File: src/rtl/counter_pkg.sv
// Shared types for the up/down event/timeout counter.
package counter_pkg;

  // Counting behaviour at a terminal value; RSVD behaves as WRAP.
  typedef enum logic [1:0] {
    WRAP    = 2'd0,
    SAT     = 2'd1,
    ONESHOT = 2'd2,
    RSVD    = 2'd3
  } mode_t;

  // Control FSM: DONE is reached only by a terminal tick in ONESHOT mode.
  typedef enum logic {
    RUN  = 1'b0,
    DONE = 1'b1
  } state_t;

endpackage

File: src/rtl/tick_prescaler.sv
// Tick divider: with en held high, tick fires once every prescale+1 cycles.
// The count freezes while en is low; clr returns it to 0 so the next enabled
// cycle ticks. prescale is sampled only when the count reloads.
module tick_prescaler #(
  parameter int PRESCALE_W = 4
) (
  input  logic                  clk,
  input  logic                  rst_n,
  input  logic                  en,
  input  logic                  clr,
  input  logic [PRESCALE_W-1:0] prescale,
  output logic                  tick
);

  logic [PRESCALE_W-1:0] cnt;

  assign tick = en && (cnt == '0);

  // Down-counter that reloads from prescale on every tick.
  always_ff @(posedge clk or negedge rst_n) begin
    if (!rst_n) begin
      cnt <= '0;
    end else if (clr) begin
      cnt <= '0;
    end else if (en) begin
      if (cnt == '0) cnt <= prescale;
      else           cnt <= cnt - 1'b1;
    end
  end

endmodule

File: src/rtl/updown_counter_ovf.sv
// Parametrised up/down counter with programmable terminal value (limit),
// WRAP/SAT/ONESHOT terminal behaviour, registered overflow/underflow pulses
// and sticky flags. Optional tick prescaler under COUNTER_PRESCALE_EN.
module updown_counter_ovf
  import counter_pkg::*;
#(
  parameter int WIDTH      = 8,
  parameter int PRESCALE_W = 4
) (
  input  logic                  clk,
  input  logic                  rst_n,
  input  logic                  en,
  input  logic                  load,
  input  logic [WIDTH-1:0]      d,
  input  logic                  up,
  input  mode_t                 mode,
  input  logic [WIDTH-1:0]      limit,
  input  logic                  clr_flags,
`ifdef COUNTER_PRESCALE_EN
  input  logic [PRESCALE_W-1:0] prescale,
`endif
  output logic [WIDTH-1:0]      q,
  output logic [WIDTH-1:0]      qbar,
  output logic                  overflow,
  output logic                  underflow,
  output logic                  ovf_sticky,
  output logic                  unf_sticky,
  output logic                  done
);

  logic             tick;
  state_t           state, state_nxt;
  logic [WIDTH-1:0] q_nxt;
  logic             ovf_nxt, unf_nxt;

`ifdef COUNTER_PRESCALE_EN
  // A load restarts the prescale period so the first step after it is prompt.
  tick_prescaler #(.PRESCALE_W(PRESCALE_W)) u_prescaler (
    .clk      (clk),
    .rst_n    (rst_n),
    .en       (en),
    .clr      (load),
    .prescale (prescale),
    .tick     (tick)
  );
`else
  assign tick = en;
`endif

  // Next count, FSM state and terminal-event detection; load beats tick.
  always_comb begin
    // NOTE: every variable gets a default first so no path leaves it unassigned and infers a latch.
    q_nxt     = q;
    state_nxt = state;
    ovf_nxt   = 1'b0;
    unf_nxt   = 1'b0;
    if (load) begin
      q_nxt     = d;
      state_nxt = RUN;
    end else if (tick && state == RUN) begin
      if (up) begin
        if (q < limit) begin
          q_nxt = q + 1'b1;
        end else begin
          ovf_nxt = 1'b1;
          case (mode)
            SAT:     q_nxt = limit;
            ONESHOT: begin
              q_nxt     = limit;
              state_nxt = DONE;
            end
            default: q_nxt = '0;
          endcase
        end
      end else begin
        if (q != '0) begin
          q_nxt = q - 1'b1;
        end else begin
          unf_nxt = 1'b1;
          case (mode)
            SAT:     q_nxt = q;
            ONESHOT: begin
              q_nxt     = q;
              state_nxt = DONE;
            end
            default: q_nxt = limit;
          endcase
        end
      end
    end
  end

  // Register all state and outputs; a new event outranks clr_flags.
  always_ff @(posedge clk or negedge rst_n) begin
    if (!rst_n) begin
      q          <= '0;
      qbar       <= '1;
      state      <= RUN;
      overflow   <= 1'b0;
      underflow  <= 1'b0;
      ovf_sticky <= 1'b0;
      unf_sticky <= 1'b0;
    end else begin
      // NOTE: non-blocking assignments so every flop samples pre-edge values regardless of statement order.
      q          <= q_nxt;
      qbar       <= ~q_nxt;
      state      <= state_nxt;
      overflow   <= ovf_nxt;
      underflow  <= unf_nxt;
      ovf_sticky <= ovf_nxt | (ovf_sticky & ~clr_flags);
      unf_sticky <= unf_nxt | (unf_sticky & ~clr_flags);
    end
  end

  assign done = (state == DONE);

endmodule

File: config.mk
export PLATFORM = sky130hd
export DESIGN_NAME = updown_counter_ovf
export DESIGN_NICKNAME = d
export VERILOG_FILES = /design/src/rtl/counter_pkg.sv /design/src/rtl/tick_prescaler.sv /design/src/rtl/updown_counter_ovf.sv
export SDC_FILE = /design/constraint.sdc
export NUM_CORES = 1
export LEC_CHECK = 0
export CAP_MARGIN = 20
export CORE_AREA = 2 2 68 70
export DETAILED_ROUTE_END_ITERATION = 8
export DIE_AREA = 0 0 70 72
export GPL_ROUTABILITY_DRIVEN = 0
export PLACE_DENSITY = 0.66
export SYNTH_ARGS = -nofsm -noshare
export SYNTH_HDL_FRONTEND = slang
export SYNTH_HIERARCHICAL = 1
export SYNTH_SLANG_ARGS = --single-unit
File: constraint.sdc
create_clock -name clk -period 5.1 [get_ports clk]
set_clock_uncertainty 0.15 [all_clocks]
set_input_delay 1.53 -clock clk [delete_from_list [all_inputs] [get_ports clk]]
set_output_delay 1.53 -clock clk [all_outputs]
set_load 0.005 [all_outputs]
==> results.md <==
* Vias in the first global route at roughly 1400
* Per-cell routed wire length at 14.9 um
* Largest net degree at the start of global routing at 22
* Final WL at roughly 4100 um
* Hold WC Path Type: flip-flop to flip-flop
* Number of gates resized after CTS at 0
* CP max FO at 18
* Reg2Reg Depth at 7
* Yosys warns at 6
* Hold_buf cts at 0
* Port bufs at 44
* Num rows at 24
* Post-synth EDFFs at 0
* Wl on met1 at approximately 2000 um
* Clock Latency Late Sink at around 0.27 ns
* Pleak at between 0.0008 and 0.0009 uW
* Top post-synthesis cells by count: inv_1 (18), nand2_1 (14), dfrtp_1 (13)
* Initial antenna violation count at 0
* Hold Fails Final Rpt at 0
* Worst-margin pin slew at just under 1 ns
* Total power at approximately 570 uW
* Clock Sinks at 21
* First-pass GRT wire length at 6790 um
* Flops & latches, synth at 21
* GRT overflow at 0
* Clock buffer depth at 2
* TritonCTS Buffers at 3
* Die area at 0.00504 mm2
* DR WL met2 at 1880 um
* Initial Util at between 30 and 40%
* Post-DR vias/cell at roughly 5.5
* 1st-iter DRT viols at 65
* CP Class: input pin to flip-flop
* Max-slew violations at 0
* Layout Cell Area excl Fill at between 0.002 and 0.0025 mm2
* Synthesized area per cell at approximately 9 um2
* Fin nets at around 260
* Final setup vio count at 0
* Area leader, netlist: dfrtp_1
* Levels on crit path at 8
* FMAX at around 270 MHz
* Maximum level of the CTS H-tree at 1
* DRC at 0
* Seq/Total Area, Yosys at between 30% and 40%
* WP data required at a little over 5 ns
* Area occupied by registers at 536 um2
* Fill cells at 430
* HPWL after detailed placement at around 3000 um
* Crit start category: input pin
* Multi-input gate area at approximately 970 um2
* Worst path top cell family by delay: compound AO/OA/AOI/OAI gates
* Most common cell in the netlist: inv_1
* GRT Total Usage at 16.9%
* Gate Count Post-Synth at approximately 180
* Die W at ~70 um
* Post-synthesis cell type count at 52
* Layout area overhead at 29.4%
* Worst hold path depth at 2
* Routed vias at ~1500
* Routed met3 length at 185 um
* Ys flop type: dfrtp_1
* Routed Antenna Nets at 0
* CP max stage delay at 0.62 ns
* Post-synth net total at ~220
* Clk root buf: clkbuf_8
* Slew headroom at roughly a third
* CP Buf/Inv Count at 2
* Sum of negative setup slack at 0 ns
* Worst-path cell chain: clkdlybuf4s50_1 -> inv_1 -> ha_1 -> nand3_1 -> a211oi_2 -> o32ai_1 -> a222oi_1 -> o31a_1
* Pre-antenna DRT Iters at 4
* PD cells at 267 mW/mm2
* Postcts setup bufs at 0
* CTS tree: yes
* Critical Path AT at roughly 3.8 ns
* Core area at about 0.0043 mm2
* # diodes at 0
* RSZ-0062 raised after global routing: false
* Layout cells sized above 1 at a little under a tenth
* Mapped cell area at 0.00165 mm2
* I/O pin cnt at 45
* Max layer used: met4
* Crit. End Element: flip-flop
* Post-route minimum period at 3.70 ns
* Status: completed
* Placed cell area at roughly 0.0021 mm2
* Slowest CP cell: ha_1
* Period utilisation layout at between 70% and 80%
* Area contributors post-synth: dfrtp_1 (20%), dfstp_2 (13%), ha_1 (8.4%)
* Chip height at approximately 70 um
* Max IR drop VDD at ~140 uV
* Share of synthesized registers carrying an async set or reset at between 90% and 100%
* Area share of the largest cell type after synthesis at 19.8%
* Max cap viols at 0
* Worst-path clk slew at roughly 0.080 ns
## path summary, 6_finish.rpt
| kind | end | startpoint | slack, ns |
|---|---|---|---|
| setup / recovery | flip-flop | mode[0] | 1.40 |
| hold / removal | unf_sticky | unf_sticky | 0.39 |
| setup reg to reg | flip-flop | flip-flop | 2.51 |
| hold reg to reg | unf_sticky | unf_sticky | 0.39 |
| max in group asynchronous | ovf_sticky | rst_n | 2.56 |
| min in group asynchronous | asynchronous set/reset pin | rst_n | 1.65 |
## worst min-delay path, cell delays in order (launching register included)
cell and delay, ns:
dfrtp_1 0.38, inv_1 0.05, o22ai_1 0.07
## area by class of cell
cell class / count / area share, %
clock inverter: 1 / 0.235
tap: 52 / 3.05
timing repair buffer: 45 / 21.0
sequential: 21 / 25.1
inverter: 18 / 3.17
clock buffer: 3 / 1.94
multi-input combinational: 134 / 45.4
## cells by family (layout without fill, tap and decap cells)
kind of cell             count (synthesis)  after routing  share of synthesized area [%]
flip-flops                              21             21                           32.5
XOR/XNOR                                 6              6                           3.19
AO/OA/AOI/OAI                           56             56                           24.3
buffers and inverters                   28             67                           8.66
AND/OR/NAND/NOR                         53             53                           17.9
multiplexers                             8              8                           5.02
adder cells (fa/ha/maj)                 11             11                           8.36
## metal layers
layer	global-route usage (%)	vias to the layer above
met5	0	-
met4	6.20	0
met3	2.50	7
met2	27.2	41
met1	23.3	720
li1	-	747
## power by group
group | internal (uW) | switching, uW | total (uW) | leakage (uW)
clock | 54.6 | 58.5 | 113 | 0.0000255
sequential | 194 | 38.8 | 233 | 0.000248
combinational | 122 | 102 | 224 | 0.000620
total | 371 | 199 | 570 | 0.000894
## metrics by stage
step                utilization, %  hold WS, ns  worst slack (ns)  instances
CTS                           50.0        0.392              1.39        274
floorplan                        -        0.376              1.93        183
global route                  50.0        0.409              1.24        274
detailed placement            48.9        0.381              1.12        270
global placement              48.9        0.374              1.17        270
finish                        50.0        0.387              1.40        274
## placed cells by master (no fill, tap or decap), drive strengths merged, types with 2 or more instances in the layout
cell type | Yosys | routed
a211oi | 2 | 2
a21oi | 8 | 8
a22oi | 4 | 4
a31oi | 2 | 2
and2 | 2 | 2
and3 | 2 | 2
clkbuf | 2 | 3
clkdlybuf4s50 | 0 | 44
dfrtp | 13 | 13
dfstp | 8 | 8
ha | 11 | 11
inv | 18 | 18
mux2 | 2 | 2
mux2i | 6 | 6
nand2 | 14 | 14
nand2b | 3 | 3
nand3 | 7 | 7
nor2 | 7 | 7
nor2b | 3 | 3
nor3 | 5 | 5
nor3b | 2 | 2
nor4 | 2 | 2
o211a | 4 | 4
o211ai | 6 | 6
o21a | 3 | 3
o21ai | 10 | 10
o22ai | 3 | 3
o31a | 2 | 2
o31ai | 3 | 3
or4 | 2 | 2
xnor2 | 3 | 3
xor2 | 3 | 3
No activity file was read; power rests on OpenSTA's default activity.
